`src/rtl/viterbi_ctrl_if.sv`:
```
// viterbi_ctrl_if: symbol stream and decoder-datapath control bundle for viterbi_ctrl.
// The abort input exists only when VITERBI_CTRL_ABORT_EN is defined.
interface viterbi_ctrl_if #(
    parameter int DATA_WIDTH = 2,
    parameter int FRAME_LEN  = 16
);
    localparam int CNT_W = $clog2(FRAME_LEN);
    logic                  start;
    logic                  in_valid;
    logic [DATA_WIDTH-1:0] in_data;
    logic                  in_ready;
    logic [DATA_WIDTH-1:0] bmu_rx_data;
    logic                  pm_clear;
    logic                  acs_en;
    logic [CNT_W-1:0]      sp_wr_addr;
    logic                  tb_en;
    logic [CNT_W-1:0]      tb_addr;
    logic                  busy;
    logic                  done;
`ifdef VITERBI_CTRL_ABORT_EN
    logic                  abort;
    modport slave (
        input  start, in_valid, in_data, abort,
        output in_ready, bmu_rx_data, pm_clear, acs_en, sp_wr_addr, tb_en, tb_addr, busy, done
    );
    modport master (
        output start, in_valid, in_data, abort,
        input  in_ready, bmu_rx_data, pm_clear, acs_en, sp_wr_addr, tb_en, tb_addr, busy, done
    );
`else
    modport slave (
        input  start, in_valid, in_data,
        output in_ready, bmu_rx_data, pm_clear, acs_en, sp_wr_addr, tb_en, tb_addr, busy, done
    );
    modport master (
        output start, in_valid, in_data,
        input  in_ready, bmu_rx_data, pm_clear, acs_en, sp_wr_addr, tb_en, tb_addr, busy, done
    );
`endif
endinterface

```
`src/rtl/viterbi_ctrl.sv`:
```
// viterbi_ctrl: frame sequencer for the Viterbi datapath (clear, ACS stages, traceback, done).
// Optional abort input enabled by defining VITERBI_CTRL_ABORT_EN.
module viterbi_ctrl #(
    parameter int DATA_WIDTH = 2,
    parameter int FRAME_LEN  = 16
) (
    input logic          clk,
    input logic          rst_n,
    viterbi_ctrl_if.slave bus
);
    localparam int CNT_W = $clog2(FRAME_LEN);
    localparam logic [CNT_W-1:0] LAST = CNT_W'(FRAME_LEN - 1);

    typedef enum logic [2:0] {IDLE, CLEAR, ACS, FLUSH, TB, DONE} state_t;

    state_t           state;
    logic [CNT_W-1:0] stage;

    always_ff @(posedge clk or negedge rst_n) begin
        if (!rst_n) begin
            state           <= IDLE;
            stage           <= '0;
            bus.in_ready    <= 1'b0;
            bus.bmu_rx_data <= '0;
            bus.pm_clear    <= 1'b0;
            bus.acs_en      <= 1'b0;
            bus.sp_wr_addr  <= '0;
            bus.tb_en       <= 1'b0;
            bus.tb_addr     <= '0;
            bus.busy        <= 1'b0;
            bus.done        <= 1'b0;
        end else begin
            bus.pm_clear <= 1'b0;
            bus.acs_en   <= 1'b0;
            bus.tb_en    <= 1'b0;
            bus.done     <= 1'b0;
`ifdef VITERBI_CTRL_ABORT_EN
            if (bus.abort && state != IDLE) begin
                state        <= IDLE;
                stage        <= '0;
                bus.in_ready <= 1'b0;
                bus.tb_addr  <= '0;
                bus.busy     <= 1'b0;
            end else
`endif
            case (state)
                IDLE: if (bus.start) begin
                    state        <= CLEAR;
                    bus.pm_clear <= 1'b1;
                    bus.busy     <= 1'b1;
                end
                CLEAR: begin
                    state        <= ACS;
                    stage        <= '0;
                    bus.in_ready <= 1'b1;
                end
                ACS: if (bus.in_valid && bus.in_ready) begin
                    bus.bmu_rx_data <= bus.in_data;
                    bus.acs_en      <= 1'b1;
                    bus.sp_wr_addr  <= stage;
                    stage           <= stage + CNT_W'(1);
                    if (stage == LAST) begin
                        state        <= FLUSH;
                        bus.in_ready <= 1'b0;
                    end
                end
                FLUSH: begin
                    state       <= TB;
                    bus.tb_en   <= 1'b1;
                    bus.tb_addr <= LAST;
                end
                // The cycle showing tb_addr==0 is the final traceback step.
                TB: if (bus.tb_addr == '0) begin
                    state    <= DONE;
                    bus.done <= 1'b1;
                end else begin
                    bus.tb_en   <= 1'b1;
                    bus.tb_addr <= bus.tb_addr - CNT_W'(1);
                end
                DONE: begin
                    state    <= IDLE;
                    bus.busy <= 1'b0;
                end
                default: state <= IDLE;
            endcase
        end
    end
endmodule

```
`src/flat_wrapper.sv`:
```
// flat-port wrapper written by rule: the top's interface ports become plain ports
module viterbi_ctrl_flat 
#(
    parameter int DATA_WIDTH = 2,
    parameter int FRAME_LEN  = 16
)
  (clk, rst_n, bus_start, bus_in_valid, bus_in_data, bus_in_ready, bus_bmu_rx_data, bus_pm_clear, bus_acs_en, bus_sp_wr_addr, bus_tb_en, bus_tb_addr, bus_busy, bus_done);
  viterbi_ctrl_if #(.DATA_WIDTH(DATA_WIDTH), .FRAME_LEN(FRAME_LEN)) bus_i ();
  input logic clk;
  input logic rst_n;
  input wire logic [$bits(bus_i.start)-1:0] bus_start;
  input wire logic [$bits(bus_i.in_valid)-1:0] bus_in_valid;
  input wire logic [$bits(bus_i.in_data)-1:0] bus_in_data;
  output wire logic [$bits(bus_i.in_ready)-1:0] bus_in_ready;
  output wire logic [$bits(bus_i.bmu_rx_data)-1:0] bus_bmu_rx_data;
  output wire logic [$bits(bus_i.pm_clear)-1:0] bus_pm_clear;
  output wire logic [$bits(bus_i.acs_en)-1:0] bus_acs_en;
  output wire logic [$bits(bus_i.sp_wr_addr)-1:0] bus_sp_wr_addr;
  output wire logic [$bits(bus_i.tb_en)-1:0] bus_tb_en;
  output wire logic [$bits(bus_i.tb_addr)-1:0] bus_tb_addr;
  output wire logic [$bits(bus_i.busy)-1:0] bus_busy;
  output wire logic [$bits(bus_i.done)-1:0] bus_done;
  assign bus_i.start = bus_start;
  assign bus_i.in_valid = bus_in_valid;
  assign bus_i.in_data = bus_in_data;
  assign bus_in_ready = bus_i.in_ready;
  assign bus_bmu_rx_data = bus_i.bmu_rx_data;
  assign bus_pm_clear = bus_i.pm_clear;
  assign bus_acs_en = bus_i.acs_en;
  assign bus_sp_wr_addr = bus_i.sp_wr_addr;
  assign bus_tb_en = bus_i.tb_en;
  assign bus_tb_addr = bus_i.tb_addr;
  assign bus_busy = bus_i.busy;
  assign bus_done = bus_i.done;
  viterbi_ctrl #(.DATA_WIDTH(DATA_WIDTH), .FRAME_LEN(FRAME_LEN)) u_core (.clk(clk), .rst_n(rst_n), .bus(bus_i));
endmodule
```
`config.mk`:
```
export PLATFORM = sky130hd
export DESIGN_NAME = viterbi_ctrl_flat
export DESIGN_NICKNAME = d
export VERILOG_FILES = /design/src/rtl/viterbi_ctrl_if.sv /design/src/rtl/viterbi_ctrl.sv /design/src/flat_wrapper.sv
export SDC_FILE = /design/constraint.sdc
export NUM_CORES = 1
export LEC_CHECK = 0
export BUFFER_PORTS_ARGS = -buffer_cell sky130_fd_sc_hd__clkbuf_2
export CAP_MARGIN = 20
export CORE_MARGIN = 2
export CORE_UTILIZATION = 55
export CTS_BUF_LIST = sky130_fd_sc_hd__clkbuf_4
export DETAILED_ROUTE_END_ITERATION = 8
export GPL_TIMING_DRIVEN = 0
export PLACE_DENSITY = 0.8
export SLEW_MARGIN = 15
export SYNTH_ARGS = -nofsm -noshare
export SYNTH_HDL_FRONTEND = slang
export SYNTH_SLANG_ARGS = --single-unit
```
`constraint.sdc`:
```
create_clock -name clk -period 2.15 [get_ports clk]
set_clock_uncertainty 0.15 [all_clocks]
set_input_delay 0.43 -clock clk [delete_from_list [all_inputs] [get_ports clk]]
set_output_delay 0.43 -clock clk [all_outputs]
set_load 0.02 [all_outputs]
```
---- Yosys cells after proc, flatten, opt, wreduce, memory -nomap -nowiden ----
Cells that the tools add are included.
word-level totals
  flip-flop bits (word level) ............. 23
  output and inout port bits .............. 16
  word-level logic and storage cells ...... 58
cells by class
  $add $sub $neg .......................... 2
  equality and inequality tests ........... 11
  muxes and demuxes ....................... 22
  reduce and logical (&&, ||, !) cells .... 12
operator list
  kind                 number
  $pmux 4 s2           2
  $pmux 3 s5           1
  $mux 3               4
  $mux 1               10
  $mux 4               2
  $reduce_and 2->1     4
  $eq 3x2->1 const B   2
  $eq 3x3->1 const B   2
  $ne 2x1->1 const B   3
  $pmux 1 s2           3
  $reduce_bool 2->1    3
  $add 4x1->4 const B  1
  $eq 4x4->1 const B   1
  $logic_not 4->1      1
  $ne 2x2->1 const B   2
  $reduce_and 4->1     1
  $sub 4x1->4 const B  1
  $eq 3x1->1 const B   1
  $logic_not 3->1      1
  $reduce_and 3->1     1
  $logic_and 1x1->1    1

---- Depth between registers and ports, before layout ----
  depth after elaboration ................. 4
  depth in mapped cells ................... 5
  depth with buffers taken out ............ 5

---- Worst setup path before layout ----
OpenSTA, ideal clock, no wires.
  path type ............................... register -> register
  from .................................... reg u_core.bus.tb_addr[0]
  to ...................................... reg u_core.bus.tb_en
  library setup time ...................... 124 ps
  arrival time ............................ 1448 ps
  required time ........................... 1876 ps
  setup slack ............................. 428 ps
  stages on the path, launching flop included .. 6
  period minus slack after synthesis ...... 1722 ps
  cell sequence ........................... dfrtp_1 -> inv_1 -> ha_1 -> or3b_4 -> and2_4 -> or2_1
between the ends
  longest elaborated chain between the ends .. 3
ends and longest elaborated chain
  item                    line                   source
  start, declared         viterbi_ctrl_if.sv:33  output in_ready, bmu_rx_data, pm_clear, acs_en, sp_wr_addr, tb_en, tb_addr, busy, done
  start signal, assigned  viterbi_ctrl.sv:78     bus.tb_addr <= bus.tb_addr - CNT_W'(1);
  $logic_not 4->1         viterbi_ctrl.sv:73     TB: if (bus.tb_addr == '0) begin
  $mux 1                  viterbi_ctrl.sv:73
  $pmux 1 s2              viterbi_ctrl.sv:46     case (state)
  end signal, assigned    viterbi_ctrl.sv:35     bus.tb_en <= 1'b0;
  end signal, assigned    viterbi_ctrl.sv:69     bus.tb_en <= 1'b1;
  end signal, assigned    viterbi_ctrl.sv:77     bus.tb_en <= 1'b1;
  end, declared           viterbi_ctrl_if.sv:33
Every way passes these cells.
A chain may end at the register's enable or synchronous reset.

---- Worst setup path after layout ----
  from .................................... reg u_core.bus.tb_addr[0]
  to ...................................... reg u_core.state[0]
between the ends
  longest elaborated chain between the ends .. 3
ends and longest elaborated chain
  item                               line                source
  $logic_not 4->1                    viterbi_ctrl.sv:73
  $ne 2x1->1 (no source line)        --
  $reduce_and 4->1 (no source line)  --
  end signal, assigned               viterbi_ctrl.sv:74  state <= DONE;
  end signal, assigned               viterbi_ctrl.sv:81  state <= IDLE;
  end signal, assigned               viterbi_ctrl.sv:84  default: state <= IDLE;
  end, declared                      viterbi_ctrl.sv:16  state_t state;
Every way passes these cells.

==> run metrics <==
Final setup viols=0; final period utilization=0.807; clock-pin slew on the worst setup and hold paths=0.12 ns; worst-case clock buffer depth=2; detailed-placement wirelength estimate=1360 um; slowest CP cell=dfrtp_1; row cnt=15; Setup CP Type=reg -> reg; Root Driver=clkbuf_4; most area-consuming cells after synthesis=dfrtp_1 54%, mux2_2 6.4%, mux2i_1 3.8%; clk_lat worst skew=0.30 ns; first-pass GRT wire length=3180 um; Max-Cap Viols=0; Req. time, crit path=2.22 ns; CTS buffer count=3; PD cells=1240 nW/um^2; Cell Chain, Critical Path=inv_1, ha_1, or3b_4, and2_4, nor4_4; Yosys cell types=34; register area share after synthesis=0.541; I/O pin count=22; number of H-tree levels=1; pre-CTS WS=0.425 ns; clk sinks=23; most frequent cells in the layout=23 x dfrtp_1, 21 x clkbuf_2, 6 x inv_1, 6 x mux2_2, 5 x nand2_1; #FFs+latches synth=23; critical path endpoint category=flop; CTS tree=built; Syn Std Cell Area=1060 sq um; area grow syn2layout=16.4%; Ys Warns=0; Final WS setup=0.415 ns; Die Y-Extent=48.0 um; VDD IR max=744 uV; pins over their slew limit=0; status=complete, no violations; slew margin rel.=0.633; syn_area_per_cell=11.9 sq um; Chip Width=48.0 um; largest net degree at the start of global routing=24; initial antenna violation count=0; RSZ-0062 raised after global routing=no; vias in the first global route=778; f_max=0.576 GHz; gr ovfl total=0; Initial Util=0.603; Post-Syn Instances=89; Std-Cell Core Area=1760 sq um; Setup crit start kind=flop; DRT Wirelength=1870 um; CP max stage delay=0.44 ns; worst hold path type=in -> reg; Routability Congestion=0.791; Routed Antenna Nets=0; post-synth top area share=0.541; crit-path leading delay family=simple AND/OR/NAND/NOR gates; area leader, netlist=dfrtp_1; post-CTS setup buffer count=0; die footprint=2300 sq um; DRC=0; fillers=145; Vias/cell=5.48; n_diodes=0; syn_nets=97; initial DRC count=3; GRT Total Usage=0.196; Tmin final=1.73 ns; Worst-Margin Slew=0.550 ns; P_leak=0.589 nW; port bufs=21; wire length per cell=13.3 um; commonest non-fill, non-tap cell in the layout=dfrtp_1; TNS Setup=0 ns; final hold violations=0; via count=767; TritonRoute pass-1 iters=2; share of cells above drive strength 1=0.357; Final Net Count=124; cts repair resizes=0; critical path data arrival time=1.81 ns; crit path buf inv count=1; maximum fanout along the worst path=5
==> Yosys cell counts <==
cell	n
buf_2	2
mux2i_1	4
o311ai_0	1
nand3b_1	1
nor2_1	3
or2_2	1
inv_1	6
nand2b_1	1
mux2_2	6
nor4_4	1
and2_4	1
nand2b_4	1
dfrtp_1	23
nand3b_4	1
o41ai_1	1
o21a_1	1
nand3_1	3
or2_1	1
nor2_4	1
nand2_1	5
o211ai_1	1
o21ai_0	4
and3_1	1
a31oi_1	1
a211oi_1	2
ha_1	2
nor3_1	4
nor4b_1	1
and3b_1	1
a21oi_1	4
nor3b_2	1
nor2b_1	1
or3b_1	1
or3b_4	1
==> sequential cells by signal (all words and copies together), names as in the netlist <==
name                    flops
u_core.stage                4
u_core.bus.acs_en           1
u_core.bus.tb_en            1
u_core.bus.bmu_rx_data      2
u_core.bus.sp_wr_addr       4
u_core.bus.in_ready         1
u_core.state                3
u_core.bus.busy             1
u_core.bus.pm_clear         1
u_core.bus.done             1
u_core.bus.tb_addr          4
==> metrics by stage <==
stage / power (mW) / cells / hold slack, ns / area, sq um / utilization
6_report: 1.53 / 140 / 0.207 / 1240 / 0.701
5_1_grt: 1.64 / 140 / 0.192 / 1240 / 0.701
4_1_cts: 1.55 / 140 / 0.202 / 1240 / 0.701
3_5_place_dp: 1.35 / 135 / 0.295 / 1200 / 0.680
3_3_place_gp: 1.32 / 135 / 0.293 / 1200 / 0.680
2_1_floorplan: 1.16 / 89 / -0.0156 / 1060 / -
==> final timing paths <==
| path | cells after the start | to | slack (ns) | startpoint |
|---|---|---|---|---|
| max | 5 | u_core.state[0] | 0.42 | u_core.bus.tb_addr[0] |
| min | 2 | u_core.bus.bmu_rx_data[0] | 0.21 | bus_in_data[0] |
| max reg2reg | 5 | u_core.state[0] | 0.42 | u_core.bus.tb_addr[0] |
| min reg2reg | 1 | u_core.bus.sp_wr_addr[3] | 0.37 | u_core.bus.sp_wr_addr[3] |
| max in group asynchronous | 2 | u_core.stage[2] | 1.01 | rst_n |
| min in group asynchronous | 2 | u_core.bus.tb_addr[0] | 0.48 | rst_n |
==> final cells by class <==
class	instances	area, sq um	share of cell area
Clock buffer	3	22.5	0.0182
Timing Repair Buffer	22	115	0.0930
Tap cell	25	31.3	0.0253
Sequential cell	23	576	0.465
Inverter	6	22.5	0.0182
Multi-Input combinational cell	58	455	0.368
Buffer	2	10.0	0.00809
Clock inverter	1	5.00	0.00404
==> power breakdown <==
part	internal [mW]	total [mW]	switching [mW]
sequential	0.561	0.660	0.0994
combinational	0.280	0.679	0.399
clock	0.0693	0.194	0.124
total	0.910	1.53	0.623
==> routing by layer <==
| layer | global-route usage | vias up | part of all wire |
|---|---|---|---|
| met5 | 0 | - | 0 |
| met4 | 0.0649 | 0 | 0.0096 |
| met3 | 0.0226 | 4 | 0.031 |
| met2 | 0.325 | 15 | 0.51 |
| met1 | 0.267 | 376 | 0.45 |
| li1 | - | 372 | - |
==> what timing repair did <==
| action | in CTS | in global routing |
|---|---|---|
| hold buffers | 1 | 0 |
| endpoints found under the hold margin | 23 | 0 |
| endpoints found under the setup margin | 0 | 0 |
==> kinds of logic (layout without fill, tap and decap cells) <==
kind of cell | Yosys count | count (layout) | share of synthesized area
buffers and inverters | 8 | 34 | 0.0306
flip-flops | 23 | 23 | 0.541
AND/OR/NAND/NOR | 31 | 31 | 0.215
multiplexers | 10 | 10 | 0.101
adder cells (fa/ha/maj) | 2 | 2 | 0.0235
AO/OA/AOI/OAI | 15 | 15 | 0.0882
(Power assumes the default switching activity.)
